[config.mk]
export PLATFORM = sky130hd
export DESIGN_NAME = seven_seg_scan_ctrl
export DESIGN_NICKNAME = d
export VERILOG_FILES = /design/src/rtl/seven_seg_pkg.sv /design/src/rtl/seven_seg_decoder.sv /design/src/rtl/seven_seg_scan_ctrl.sv
export SDC_FILE = /design/constraint.sdc
export NUM_CORES = 1
export LEC_CHECK = 0
export CORE_MARGIN = 10
export CORE_UTILIZATION = 40
export DETAILED_ROUTE_END_ITERATION = 16
export DONT_BUFFER_PORTS = 1
export GPL_ROUTABILITY_DRIVEN = 0
export SLEW_MARGIN = 20
export SYNTH_ARGS = -nofsm -noshare
export SYNTH_HDL_FRONTEND = slang
export SYNTH_SLANG_ARGS = --single-unit
[constraint.sdc]
create_clock -name clk -period 2.7 [get_ports clk]
set_clock_uncertainty 0.1 [all_clocks]
set_input_delay 0.54 -clock clk [delete_from_list [all_inputs] [get_ports clk]]
set_output_delay 0.54 -clock clk [all_outputs]
set_load 0.01 [all_outputs]
[src/rtl/seven_seg_pkg.sv]
// Shared types, constants and polarity helper for the seven-segment scan controller.
package seven_seg_pkg;

    typedef enum logic {
        BLANK = 1'b0,
        SHOW  = 1'b1
    } scan_state_t;

    localparam logic [6:0] SEG_OFF_CA = 7'h7F;
    localparam logic [6:0] SEG_OFF_CC = 7'h00;

    // Converts an active-high segment pattern into the pin level for the display type.
    function automatic logic [6:0] seg_polarity(logic [6:0] active_high, bit ca);
        return ca ? ~active_high : active_high;
    endfunction

endpackage

[src/rtl/seven_seg_decoder.sv]
// Hex nibble to seven-segment pattern {a,b,c,d,e,f,g}, polarity applied; purely combinational.
module seven_seg_decoder
    import seven_seg_pkg::*;
#(
    parameter bit COMMON_ANODE = 1'b1
) (
    input  logic [3:0] nibble,
    output logic [6:0] seg
);

    logic [6:0] lit;

    always_comb begin
        lit = 7'h00;
        case (nibble)
            4'h0: lit = 7'h7E;
            4'h1: lit = 7'h30;
            4'h2: lit = 7'h6D;
            4'h3: lit = 7'h79;
            4'h4: lit = 7'h33;
            4'h5: lit = 7'h5B;
            4'h6: lit = 7'h5F;
            4'h7: lit = 7'h70;
            4'h8: lit = 7'h7F;
            4'h9: lit = 7'h7B;
            4'hA: lit = 7'h77;
            4'hB: lit = 7'h1F;
            4'hC: lit = 7'h4E;
            4'hD: lit = 7'h3D;
            4'hE: lit = 7'h4F;
            4'hF: lit = 7'h47;
            default: lit = 7'h00;
        endcase
        seg = seg_polarity(lit, COMMON_ANODE);
    end

endmodule

[src/rtl/seven_seg_scan_ctrl.sv]
// Time-multiplexed N-digit seven-segment scanner with tear-free shadow loading,
// inter-digit blanking, leading-zero suppression and registered pin outputs.
module seven_seg_scan_ctrl
    import seven_seg_pkg::*;
#(
    parameter int NUM_DIGITS       = 4,
    parameter int DIGIT_TICKS      = 12000,
    parameter int BLANK_TICKS      = 240,
    parameter bit COMMON_ANODE     = 1'b1,
    parameter bit DIGIT_ACTIVE_LOW = 1'b1
) (
    input  logic                      clk,
    input  logic                      rst_n,
    input  logic [4*NUM_DIGITS-1:0]   load_data,
    input  logic [NUM_DIGITS-1:0]     load_dp,
    input  logic                      load_valid,
    output logic                      load_ready,
    input  logic                      lz_en,
    input  logic                      disp_en,
    output logic [6:0]                seg_out,
    output logic                      dp_out,
    output logic [NUM_DIGITS-1:0]     dig_sel,
    output logic                      frame_start
);

    localparam int CNT_W = $clog2(DIGIT_TICKS);
    localparam int IDX_W = (NUM_DIGITS > 1) ? $clog2(NUM_DIGITS) : 1;

    localparam logic [CNT_W-1:0]      CNT_LAST   = CNT_W'(DIGIT_TICKS - 1);
    localparam logic [CNT_W-1:0]      BLANK_LAST = CNT_W'(BLANK_TICKS - 1);
    localparam logic [IDX_W-1:0]      IDX_LAST   = IDX_W'(NUM_DIGITS - 1);
    localparam logic [6:0]            SEG_OFF    = COMMON_ANODE ? SEG_OFF_CA : SEG_OFF_CC;
    localparam logic                  DP_OFF     = COMMON_ANODE;
    localparam logic [NUM_DIGITS-1:0] DIG_OFF    = {NUM_DIGITS{DIGIT_ACTIVE_LOW}};

    scan_state_t               state;
    logic [CNT_W-1:0]          cnt;
    logic [IDX_W-1:0]          idx;
    logic                      started;

    logic [4*NUM_DIGITS-1:0]   active_data;
    logic [NUM_DIGITS-1:0]     active_dp;
    logic [4*NUM_DIGITS-1:0]   shadow_data;
    logic [NUM_DIGITS-1:0]     shadow_dp;
    logic                      pending;

    logic                      slot_end;
    logic                      commit;
    logic [3:0]                nibble;
    logic [6:0]                dec_seg;
    logic [NUM_DIGITS-1:0]     onehot;
    logic [NUM_DIGITS-1:0]     lz_mask;
    logic                      zero_run;

    assign load_ready = ~pending;
    assign slot_end   = (cnt == CNT_LAST);
    // The very first cycle out of reset counts as a frame boundary too.
    assign commit     = (slot_end && (idx == IDX_LAST)) || !started;
    assign nibble     = active_data[{idx, 2'b00} +: 4];
    assign onehot     = NUM_DIGITS'(1) << idx;

    // lz_mask[k] is set when every nibble from the top digit down to k is zero.
    always_comb begin
        zero_run = 1'b1;
        lz_mask  = '0;
        for (int k = NUM_DIGITS - 1; k >= 1; k--) begin
            zero_run   = zero_run & (active_data[4*k +: 4] == 4'h0);
            lz_mask[k] = zero_run;
        end
    end

    seven_seg_decoder #(
        .COMMON_ANODE(COMMON_ANODE)
    ) u_decoder (
        .nibble(nibble),
        .seg   (dec_seg)
    );

    always_ff @(posedge clk or negedge rst_n) begin
        if (!rst_n) begin
            state       <= BLANK;
            cnt         <= '0;
            idx         <= '0;
            started     <= 1'b0;
            frame_start <= 1'b0;
            seg_out     <= SEG_OFF;
            dp_out      <= DP_OFF;
            dig_sel     <= DIG_OFF;
        end else begin
            started <= 1'b1;
            cnt     <= slot_end ? '0 : cnt + 1'b1;
            if (slot_end) begin
                idx <= (idx == IDX_LAST) ? '0 : idx + 1'b1;
            end

            case (state)
                BLANK:   if (cnt == BLANK_LAST) state <= SHOW;
                SHOW:    if (slot_end) state <= BLANK;
                default: state <= BLANK;
            endcase

            // Pins lag the scan state by one cycle, so the pulse marks digit 0's first blank output.
            frame_start <= (cnt == '0) && (idx == '0);

            if (disp_en && (state == SHOW)) begin
                seg_out <= (lz_en && lz_mask[idx]) ? SEG_OFF : dec_seg;
                dp_out  <= COMMON_ANODE ? ~active_dp[idx] : active_dp[idx];
                dig_sel <= DIGIT_ACTIVE_LOW ? ~onehot : onehot;
            end else begin
                seg_out <= SEG_OFF;
                dp_out  <= DP_OFF;
                dig_sel <= DIG_OFF;
            end
        end
    end

    // Shadow handshake and frame-boundary commit; the two never coincide since ready is low while pending.
    always_ff @(posedge clk or negedge rst_n) begin
        if (!rst_n) begin
            active_data <= '0;
            active_dp   <= '0;
            shadow_data <= '0;
            shadow_dp   <= '0;
            pending     <= 1'b0;
        end else begin
            if (commit && pending) begin
                active_data <= shadow_data;
                active_dp   <= shadow_dp;
                pending     <= 1'b0;
            end else if (load_valid && !pending) begin
                shadow_data <= load_data;
                shadow_dp   <= load_dp;
                pending     <= 1'b1;
            end
        end
    end

endmodule
==> metrics.txt, run 1 <==
placed cells=around 350; YS warnings=0; CP max stage delay=0.63 ns; worst skew pair latency=0.35 ns; Design Power=3.02 mW; crit-path cells=mux4_2 -> inv_1 -> ha_1 -> inv_1 -> mux4_2 -> nand2b_1; post-route ant nets=0; Max-Cap Viols=0; Startpoint Class=flip-flop; Crit Path Max Fanout=7; fmax=approximately 430 MHz; post-DP HPWL=4380 um; met2 routed WL=between 2000 and 3000 um; area grow syn2layout=10.4%; Inserted Clock Buffers=9; unrepaired setup endpoints after global routing=no; die area=roughly 12000 um^2; Fin. Hold Viols=0; largest net degree at the start of global routing=73; Seq/Total Area, Yosys=54.0%; Peak VDD IR=about 0.42 mV; Yosys reg bits=just over 70; Unique masters post-synth=40; commonest non-fill, non-tap cells in the layout=60 x dfrtp_1, 20 x mux2_4, 20 x mux2_2; root buffer cell=clkbuf_8; worst slew pin tran=about 0.6 ns; ys async rst share=100%; status=finished, final reports clean; CTS-repair resized insts=0; wl on met1=roughly 2900 um; initial antenna violation count=1; Setup violations, final=0; number of flops mapped to enable cells by yosys=0; Critical Path End Type=flip-flop; PwrDens=a little over 800 nW/um^2; IO Count=39; grt total ovfl=0; CP Data Arrival Time=approximately 2.5 ns; Slew Limit Fails=0; Syn Area/Cell=13.3 um^2; via density per instance=about 5.1; fin nets=296; DR pass1 iterations=4; Reg clk slew, reported paths=about 0.08 ns; clk sinks=just over 70; Total GRT Usage=a little over a tenth; Die X=roughly 110 um; DR WL/cell=about 17 um; wire length on met3=~460 um; vias in the first global route=about 2000; Die H=around 110 um; ys flop type=dfrtp_1; setup_tns=0 ns; global-route wire length before repair=around 11000 um; initial core utilization=roughly two fifths; # port buffers=0; post-synthesis cell count=roughly 250; commonest non-fill, non-tap cell in the layout=dfrtp_1; Max clock buf depth=2; Max Used Layer=met4; DRC=0; CP max-delay cell=mux4_2; CP bufs+invs=2; 1st-iter DRT viols=52; final critical-path share of the clock period=a little under nine tenths; Post-Synthesis Net Count=between 200 and 300; critical path class=flip-flop to flip-flop; worst slack, placed=slightly below 0.4 ns; LEAKAGE=~1.6 nW; Tmin final=2.31 ns; TritonCTS clock tree=built; Util after Layout=between 40 and 50%; Worst Hold Class=primary input to flip-flop; Std-Cell Rows=33; Slew HR=slightly below 60%; Final Non-Filler Cells=between 300 and 400; Top delay family on crit path=multiplexers; Post-Route WL=a little over 6000 um; via count=1888; Synth Cell Area=~3400 um^2; H-tree Lvls=3; Req. time, crit path=2.87 ns; setup bufs post-CTS=0; share of layout cells above drive strength 1=approximately a third; Core Box Area=slightly above 8000 um^2; worst setup margin=between 0.3 and 0.4 ns
cell families after synthesis:
family                   count (synthesis)  synth area share [%]
AO/OA/AOI/OAI                           15                  3.16
XOR/XNOR                                16                  4.16
adder cells (fa/ha/maj)                 12                  4.46
buffers and inverters                   22                  2.97
flip-flops                              72                  54.0
multiplexers                            49                  20.9
other                                    1                 0.111
AND/OR/NAND/NOR                         66                  10.3
path summary, 6_finish.rpt:
kind                       cells after the start        endpoint  slack [ns]       start
max                                            6      seg_out[3]        0.39      idx[0]
min                                            1    shadow_dp[0]        0.23  load_dp[0]
max reg2reg                                    6      seg_out[3]        0.39      idx[0]
min reg2reg                                    1           state        0.37       state
max in group asynchronous                      2      dig_sel[0]        1.53       rst_n
min in group asynchronous                      2  shadow_data[0]        0.63       rst_n
through the flow:
stage               hold WS (ns)  area [um^2]
floorplan                  0.144         3370
global placement           0.148         3470
detailed placement         0.148         3470
CTS                        0.227         3710
global route               0.211         3710
finish                     0.232         3720
state kept, by name, summed over array words and instances (netlist names):
name         count
started          1
cnt             14
state            1
shadow_dp        4
dp_out           1
idx              2
pending          1
seg_out          7
active_data     16
active_dp        4
frame_start      1
dig_sel          4
shadow_data     16
metal layers:
metal,vias up,GRT usage [%]
met2,39,15.0
li1,898,-
met3,7,5.31
met1,944,13.2
met4,0,3.60
met5,-,0
synth_stat cells, types with 2 or more instances:
library cell | number | area share (%)
xor2_1 | 10 | 2.6
inv_1 | 11 | 1.2
nand2b_1 | 2 | 0.37
nand3_1 | 12 | 1.8
nor2_1 | 18 | 2.0
xnor2_1 | 6 | 1.6
mux2i_1 | 2 | 0.59
nor2b_1 | 2 | 0.37
o21ai_0 | 2 | 0.30
nand2_1 | 16 | 1.8
dfstp_2 | 12 | 9.4
mux2_2 | 20 | 6.7
mux4_2 | 7 | 4.7
clkbuf_1 | 6 | 0.67
ha_1 | 12 | 4.5
nor4_1 | 6 | 1.1
buf_6 | 2 | 0.67
buf_2 | 2 | 0.30
a21oi_1 | 2 | 0.30
dfrtp_1 | 60 | 45
o221ai_1 | 2 | 0.52
o211ai_1 | 4 | 0.89
mux2_4 | 20 | 8.9
power breakdown:
group,internal [mW],leakage (nW),switching (mW)
clock,0.455,0.0989,0.419
combinational,0.423,0.670,0.271
sequential,1.28,0.855,0.169
final cells by class:
| cell class | count | area [um^2] |
|---|---|---|
| sequential | 72 | 1820 |
| fill | 743 | 4500 |
| multi-input combinational | 159 | 1450 |
| clock buffer | 10 | 138 |
| antenna | 1 | 2.50 |
| timing repair buffer | 6 | 67.6 |
| tap | 105 | 131 |
| inverter | 11 | 41.3 |
| clock inverter | 6 | 67.6 |
what timing repair did:
item | 4_1_cts | 5_1_grt
setup endpoints to repair | 0 | 0
hold endpoints to repair | 72 | 0
hold buffers | 2 | 0
worst register-to-register path: stages, from the launching register on:
cell	delay (ns)
dfrtp_1	0.53
mux4_2	0.64
inv_1	0.16
ha_1	0.18
inv_1	0.04
mux4_2	0.43
nand2b_1	0.15
No activity file was read; power rests on OpenSTA's default activity.
==> run 2, diff against run 1 <==
- HOLD_SLACK_MARGIN: default -> 0.15
==> results of run 2 <==
No change in the layout: final DEF, timing and power equal those of run 1.
==> run 3, diff against run 2 <==
- clock period: 2.7 -> 2.3 ns (I/O delays scaled with it)
==> metrics.txt, run 3 (synthesized netlist as in run 1, its figures left out) <==
status=finished, final reports clean; Fin. Hold Viols=0 (unchanged); Post-Route WL=6160 um (-0.58%); fin nets=314 (+6.1%); CP max stage delay=0.59 ns (-0.04 ns); H-tree Lvls=3 (unchanged); TritonCTS clock tree=built; CP bufs+invs=2 (unchanged); root buffer cell=clkbuf_8; commonest non-fill, non-tap cells in the layout=59 x dfrtp_1, 20 x mux2_4, 20 x mux2_2; Std-Cell Rows=33 (unchanged); DRC=0 (unchanged); critical path class=flip-flop to flip-flop; setup_tns=0 ns (unchanged); grt total ovfl=0 (unchanged); via density per instance=5.01 (-1.8%); crit-path cells=mux4_2 -> inv_1 -> ha_1 -> inv_1 -> mux4_2 -> nand2b_1; Top delay family on crit path=multiplexers; area grow syn2layout=15.5%; post-route ant nets=0 (unchanged); vias in the first global route=2077 (+2.6%); 1st-iter DRT viols=80 (+54%); Die H=112 um (unchanged); # port buffers=0 (unchanged); commonest non-fill, non-tap cell in the layout=dfrtp_1; top flop regs=active_data (16), shadow_data (16), cnt (14); DR WL/cell=15.9 um (-5.2%); fmax=465 MHz (+7.4%); Reg clk slew, reported paths=0.08 ns (about the same); LEAKAGE=1.70 nW (+4.4%); Inserted Clock Buffers=9 (unchanged); PwrDens=909 nW/um^2 (+12%); DR pass1 iterations=4 (unchanged); fill count=729 (-1.9%); initial core utilization=41.0% (unchanged); die area=12500 um^2 (unchanged); Slew HR=59.5% (+0.68 points); IO Count=39 (unchanged); Critical Path End Type=flip-flop; unrepaired setup endpoints after global routing=no; via count=1944 (+3.0%); Crit Path Max Fanout=6 (-1); global-route wire length before repair=10600 um (-0.38%); largest net degree at the start of global routing=73 (unchanged); Util after Layout=47.3% (+2.1 points); Tmin final=2.15 ns (-0.159 ns); Startpoint Class=flip-flop; Total GRT Usage=10.3% (-0.18 points); setup bufs post-CTS=0 (unchanged); Core Box Area=8220 um^2 (unchanged); Setup violations, final=0 (unchanged); final critical-path share of the clock period=93.4% (+8.0 points); Die X=112 um (unchanged); Worst Hold Class=primary input to flip-flop; CP Data Arrival Time=2.32 ns (-0.16 ns); worst skew pair latency=0.35 ns (about the same); Max clock buf depth=2 (unchanged); initial antenna violation count=1 (unchanged); Peak VDD IR=0.603 mV (+44%); Req. time, crit path=2.47 ns (-0.40 ns); Slew Limit Fails=0 (unchanged); clk sinks=72 (unchanged); Max-Cap Viols=0 (unchanged); post-DP HPWL=4390 um (+0.14%); share of layout cells above drive strength 1=32.3% (+0.073 points); worst slew pin tran=0.601 ns (-0.0101 ns); CP max-delay cell=mux4_2
==> run 3: per-stage QoR <==
| stage | power [mW] | worst slack, ns | hold WS (ns) | instances | area (um^2) |
|---|---|---|---|---|---|
| 4_1_cts | 3.57 | 0.107 | 0.150 | 387 | 3880 |
| 5_1_grt | 3.76 | 0.0421 | 0.150 | 388 | 3890 |
| 3_3_place_gp | 2.49 | 0.143 | 0.0679 | 357 | 3530 |
| 3_5_place_dp | 2.52 | 0.145 | 0.0681 | 357 | 3530 |
| 6_report | 3.53 | 0.151 | 0.163 | 388 | 3890 |
| 2_1_floorplan | 2.35 | 0.0775 | 0.0644 | 253 | 3370 |
==> run 3: repair_timing <==
action / in CTS / in global routing
hold endpoints to repair: 84 / 0
gates resized for setup: 0 / 1
hold buffers: 14 / 0
setup endpoints to repair: 0 / 1
==> run 3: worst paths after layout <==
check / startpoint / to / slack, ns / cells after the start
hold reg to reg: state / state / 0.36 / 1
setup reg to reg: idx[0] / seg_out[3] / 0.15 / 6
min in group asynchronous: rst_n / shadow_dp[1] / 0.54 / 2
hold / removal: load_data[2] / shadow_data[2] / 0.16 / 1
setup / recovery: idx[0] / seg_out[3] / 0.15 / 6
max in group asynchronous: rst_n / dig_sel[0] / 1.20 / 2
==> run 3: final cells by class <==
cell class	instances	area, um^2	share of cell area [%]
Sequential cell	72	1820	46.8
Multi-Input combinational cell	159	1450	37.4
Timing Repair Buffer	24	245	6.31
Tap cell	105	131	3.38
Clock buffer	10	128	3.28
Clock inverter	6	68.8	1.77
Inverter	11	41.3	1.06
Antenna cell	1	2.50	0.0644
==> run 3: routing by layer <==
metal  GRT usage, %  routed length [um]  vias to the layer above  share of wire (%)
li1               -                   -                      933                  -
met1           14.1                3090                      960                 50
met2           14.5                2670                       47                 43
met3           4.51                 364                        4                5.9
met4           2.06                  38                        0               0.62
met5              0                   0                        -                  0
==> run 3: report_power, final <==
group | leakage [nW] | internal (mW) | switching, mW
Combinational | 0.757 | 0.513 | 0.328
Sequential | 0.853 | 1.50 | 0.195
Clock | 0.0851 | 0.505 | 0.491
Total | 1.70 | 2.52 | 1.01
